<file path="config.mk">
export PLATFORM = sky130hd
export DESIGN_NAME = sbox_gen
export DESIGN_NICKNAME = d
export VERILOG_FILES = /design/src/rtl/sbox_gen.sv
export SDC_FILE = /design/constraint.sdc
export NUM_CORES = 2
export LEC_CHECK = 0
export BUFFER_PORTS_ARGS = -buffer_cell sky130_fd_sc_hd__buf_2
export CORE_AREA = 2 2 860 519
export DETAILED_ROUTE_END_ITERATION = 10
export DIE_AREA = 0 0 862 521
export SYNTH_ARGS = -nofsm -noshare
export SYNTH_HDL_FRONTEND = slang
export SYNTH_SLANG_ARGS = --single-unit
</file>
<file path="constraint.sdc">
create_clock -name clk -period 8.9 [get_ports clk]
set_clock_uncertainty 0.1 [all_clocks]
set_input_delay 1.78 -clock clk [delete_from_list [all_inputs] [get_ports clk]]
set_output_delay 1.78 -clock clk [all_outputs]
set_load 0.05 [all_outputs]
</file>
<file path="src/rtl/sbox_gen.sv">
// sbox_gen: builds a bijective S-box and its inverse from a chaotic sample stream.
// First occurrence of each value is kept; a long run of duplicates triggers an in-order auto-fill.
module sbox_gen #(
   parameter int BIT_WIDTH  = 8,
   parameter int MAX_REJECT = 1024
) (
   input  logic                 clk,
   input  logic                 reset_n,
   input  logic                 restart,
   input  logic                 tvalid,
   output logic                 tready,
   input  logic [BIT_WIDTH-1:0] V,
   input  logic                 lk_valid,
   input  logic                 lk_inv,
   input  logic [BIT_WIDTH-1:0] lk_addr,
   output logic                 lk_rvalid,
   output logic [BIT_WIDTH-1:0] lk_data,
   output logic [BIT_WIDTH:0]   count,
   output logic                 filled,
   output logic                 done_sbox
);

   localparam int SIZE = 1 << BIT_WIDTH;
   localparam int IW   = BIT_WIDTH + 1;
   localparam int RW   = $clog2(MAX_REJECT + 1);

   localparam logic [IW-1:0] LAST     = IW'(SIZE - 1);
   localparam logic [RW-1:0] REJ_LAST = RW'(MAX_REJECT - 1);
   localparam logic [RW-1:0] REJ_MAX  = RW'(MAX_REJECT);

   typedef enum logic [1:0] {
      CLEAR,
      COLLECT,
      FILL,
      DONE
   } state_t;

   state_t state;

   logic [BIT_WIDTH-1:0] fwd [SIZE];
   logic [BIT_WIDTH-1:0] inv [SIZE];
   logic [SIZE-1:0]      used;

   logic [IW-1:0]        ptr;
   logic [RW-1:0]        rej_cnt;
   logic [BIT_WIDTH-1:0] idx;
   logic [BIT_WIDTH-1:0] wr_val;
   logic                 wr_en;
   logic                 accept;
   logic                 lk_hit;

   assign idx    = ptr[BIT_WIDTH-1:0];
   assign accept = tvalid && tready;
   assign lk_hit = lk_valid && (state == DONE) && !restart;

   // One write port shared by the sample path and the fill scan.
   always_comb begin
      wr_en  = 1'b0;
      wr_val = V;
      if (!restart) begin
         unique case (state)
            COLLECT: wr_en = accept && !used[V];
            FILL: begin
               wr_val = idx;
               wr_en  = !used[idx];
            end
            default: wr_en = 1'b0;
         endcase
      end
   end

   always_ff @(posedge clk) begin
      if (wr_en) begin
         fwd[count[BIT_WIDTH-1:0]] <= wr_val;
         inv[wr_val]               <= count[BIT_WIDTH-1:0];
      end
   end

   always_ff @(posedge clk) begin
      if (state == CLEAR) begin
         used[idx] <= 1'b0;
      end else if (wr_en) begin
         used[wr_val] <= 1'b1;
      end
   end

   always_ff @(posedge clk or negedge reset_n) begin
      if (!reset_n) begin
         state     <= CLEAR;
         ptr       <= '0;
         count     <= '0;
         rej_cnt   <= '0;
         filled    <= 1'b0;
         tready    <= 1'b0;
         done_sbox <= 1'b0;
      end else if (restart) begin
         state     <= CLEAR;
         ptr       <= '0;
         count     <= '0;
         rej_cnt   <= '0;
         filled    <= 1'b0;
         tready    <= 1'b0;
         done_sbox <= 1'b0;
      end else begin
         unique case (state)
            CLEAR: begin
               ptr <= ptr + IW'(1);
               if (ptr == LAST) begin
                  state   <= COLLECT;
                  ptr     <= '0;
                  count   <= '0;
                  rej_cnt <= '0;
                  tready  <= 1'b1;
               end
            end
            COLLECT: begin
               if (accept && wr_en) begin
                  count   <= count + IW'(1);
                  rej_cnt <= '0;
                  if (count == LAST) begin
                     state     <= DONE;
                     tready    <= 1'b0;
                     done_sbox <= 1'b1;
                  end
               end else if (accept) begin
                  if (rej_cnt != REJ_MAX) rej_cnt <= rej_cnt + RW'(1);
                  if (rej_cnt == REJ_LAST) begin
                     state  <= FILL;
                     tready <= 1'b0;
                     ptr    <= '0;
                  end
               end
            end
            FILL: begin
               ptr <= ptr + IW'(1);
               if (wr_en) count <= count + IW'(1);
               if (ptr == LAST) begin
                  state     <= DONE;
                  filled    <= 1'b1;
                  done_sbox <= 1'b1;
               end
            end
            DONE: begin
            end
         endcase
      end
   end

   // Lookup data holds its last value while no request is served.
   always_ff @(posedge clk or negedge reset_n) begin
      if (!reset_n) begin
         lk_rvalid <= 1'b0;
         lk_data   <= '0;
      end else begin
         lk_rvalid <= lk_hit;
         if (lk_hit) lk_data <= lk_inv ? inv[lk_addr] : fwd[lk_addr];
      end
   end

endmodule

</file>
==> flow_metrics.env <==
export IMPL_whs_ns=0.384
export IMPL_setup_violations=0
export IMPL_hold_path_class="reg2reg"
export IMPL_finalSetupTns_ns=0
export IMPL_chipWidth_um=862
export IMPL_hp_start="lk_data[3]$_DFFE_PN0P_"
export IMPL_io_pins=43
export IMPL_post_route_util=0.449
export IMPL_violations="capacitance limit, slew limit"
export IMPL_start_kind="flop"
export IMPL_syn_mean_instance_area_um2=21.5
export IMPL_maxCapViolCount=1
export IMPL_wl_mm=514
export IMPL_port_buffers=42
export IMPL_slew_viol_final=1
export IMPL_grt_pass1_wl_mm=718
export IMPL_routed_via_density=6.23
export IMPL_status="finished with violations"
export IMPL_dp_hpwl_mm=325
export IMPL_cts_resized=0
export IMPL_synth_top_area_cell="edfxtp_1"
export IMPL_drtIter0Drc=16705
export IMPL_syn_to_final_growth_pct=12.3
export IMPL_worstPathArrival_ns=7.75
export IMPL_reg2reg_slack_ns=1.64
export IMPL_cts_max_path_buffers=4
export IMPL_syn_nets=8248
export IMPL_worstMarginPinSlew_ns=1.50
export IMPL_fmax_mhz=138
export IMPL_gp_congestion=0.977
export IMPL_initial_core_util=0.399
export IMPL_cp_slowest_cell="nor2_1"
export IMPL_hold_buffers=0
export IMPL_cp_num_buf_inv=2
export IMPL_detail_route_antenna_nets=0
export IMPL_min_period_ns=7.26
export IMPL_setup_ws_ns=1.64
export IMPL_grt_max_degree=156
export IMPL_dr_total_vias=91655
export IMPL_cp_max_fo=26
export IMPL_synth_area_leaders="edfxtp_1, mux4_2, o21ai_0"
export IMPL_ir_drop_v=0.000181
export IMPL_rows=189
export IMPL_path_cells="inv_1, nor2_1, nand2_1, a211oi_1, nor4_2, nand4_2, nor2_2, o211ai_4, buf_4, or3_1, nor2_1"
export IMPL_ys_ff_latch=4395
export IMPL_dieArea_um2=449000
export IMPL_drive_gt1_frac=0.288
export IMPL_p_leak_uw=0.0634
export IMPL_period_share=0.816
export IMPL_tritoncts="done"
export IMPL_cp_top_family="simple AND/OR/NAND/NOR gates"
export IMPL_power_density_nw_per_um2=229
export IMPL_synthFlopType="edfxtp_1"
export IMPL_clk_pin_slew_ns=0.06
export IMPL_ys_warn_count=0
export IMPL_drtPass1Iterations=7
export IMPL_post_cts_buffers=0
export IMPL_ys_seq_area_frac=0.748
export IMPL_cts_max_level=5
export IMPL_max_slew_margin_rel=-0.00153
export IMPL_worstSetupPathType="reg2reg"
export IMPL_grt_overflow=0
export IMPL_nNetsFinal=8489
export IMPL_coreArea_um2=441000
export IMPL_cts_root_buf="clkbuf_16"
export IMPL_grt_antenna_before_repair=35
export IMPL_grt_pass1_vias=87270
export IMPL_drc=0
export IMPL_rsz0062_at_grt="no"
export IMPL_cp_end_kind="flop"
export IMPL_rr_startpoint="ptr[4]$_DFFE_PN0P_"
export IMPL_synth_edff_count=4352
export IMPL_synthDistinctLibCells=64
export IMPL_grt_usage=0.225
export IMPL_async_reset_ff_frac=0.00978
export IMPL_clk_latency_ns=0.99
export IMPL_hold_viol=0
export IMPL_numCtsBuffers=395
export IMPL_syn_instance_count=8209
export IMPL_cpMostUsedCell="nor2_1"
export IMPL_cts_sinks=4395
export IMPL_syn_cell_area_um2=176000
export IMPL_die_height_um=521
export IMPL_crit_start="ptr[4]$_DFFE_PN0P_"
export IMPL_cpPeakStageDelay_ns=1.07
export IMPL_detailedPlace_worstSlack_ns=1.20
export IMPL_synth_top_area_share=0.742
export IMPL_cp_required_ns=9.39
export IMPL_wl_per_cell_um=35.0
## sequential cells by signal, summed over array words and instances (netlist names), 2 cells and up
name and count:
used 256, ptr 9, state 2, fwd 2048
count 9, lk_data 8, rej_cnt 11, inv 2048
## synthesized netlist by cell type, types with 61 or more instances
library cell	count
mux4_2	1417
a22oi_1	66
nand3_1	70
nand2_1	151
o21ai_0	522
clkbuf_1	370
buf_2	61
buf_1	129
nor3_1	216
nor2_1	352
mux2i_1	174
edfxtp_1	4352
## final cells by class
type | count | area [um^2]
multi-input cells | 3196 | 41900
clock inverters | 262 | 2600
inverters | 40 | 210
repair buffers | 422 | 3530
flip-flops and latches | 4395 | 132000
well taps | 5921 | 7410
clock buffers | 455 | 10200
diodes | 18 | 45.0
fillers | 36547 | 243000
## power by group
part	internal, uW	switching, uW	total [uW]
Clock	9570	7820	17400
Sequential	23500	725	24200
Combinational	1490	2200	3690
Total	34600	10700	45300
## cell usage in the layout (no fill, tap or decap), drive strengths merged, types with 30 or more instances in the layout
cell and count:
a21oi 30, a22oi 66, buf 422, bufinv 44, clkbuf 455, clkinv 171
dfrtp 43, edfxtp 4352, inv 59, mux2i 174, mux4 1417, nand2 151
nand3 70, nor2 353, nor3 216, o21ai 526
## per-stage QoR
stage | instances | area, um^2 | power (uW)
2_1_floorplan | 8209 | 176000 | 26700
3_5_place_dp | 13974 | 185000 | 28200
3_3_place_gp | 13974 | 185000 | 28100
6_report | 14709 | 198000 | 45300
4_1_cts | 14691 | 198000 | 45300
5_1_grt | 14694 | 198000 | 46500
## worst min-delay path, stage by stage (launching register included)
cell and delay, ns:
dfrtp_1 0.34, nand2_1 0.05, o21ai_0 0.06
## layer usage
layer | routed length (um) | track usage | up-vias
li1 | - | - | 35151
met1 | 218000 | 0.360 | 48931
met2 | 210000 | 0.298 | 6888
met3 | 76300 | 0.0755 | 667
met4 | 9950 | 0.0403 | 18
met5 | 227 | 0.00211 | -
## cells by family (layout without fill, tap and decap cells)
logic type                 after synthesis  count (layout)  share of synthesized area
adders and majority gates               17              17                    0.00121
DFF                                   4395            4395                      0.748
AOI/OAI and AO/OA                      693             693                     0.0220
muxes                                 1601            1601                      0.192
other                                    0              18                          0
buffers and inverters                  618            1179                     0.0143
and+or+nand+nor                        885             885                     0.0224
## path summary, 6_finish.rpt
kind                                           to  depth (start not counted)
max reg2reg                 fwd[103][3]$_DFFE_PP_                         11
min                        lk_data[3]$_DFFE_PN0P_                          2
max in group asynchronous    count[1]$_DFFE_PN0P_                          2
min reg2reg                lk_data[3]$_DFFE_PN0P_                          2
max                         fwd[103][3]$_DFFE_PP_                         11
min in group asynchronous   done_sbox$_DFFE_PN0P_                          2
No activity file was read; power rests on OpenSTA's default activity.
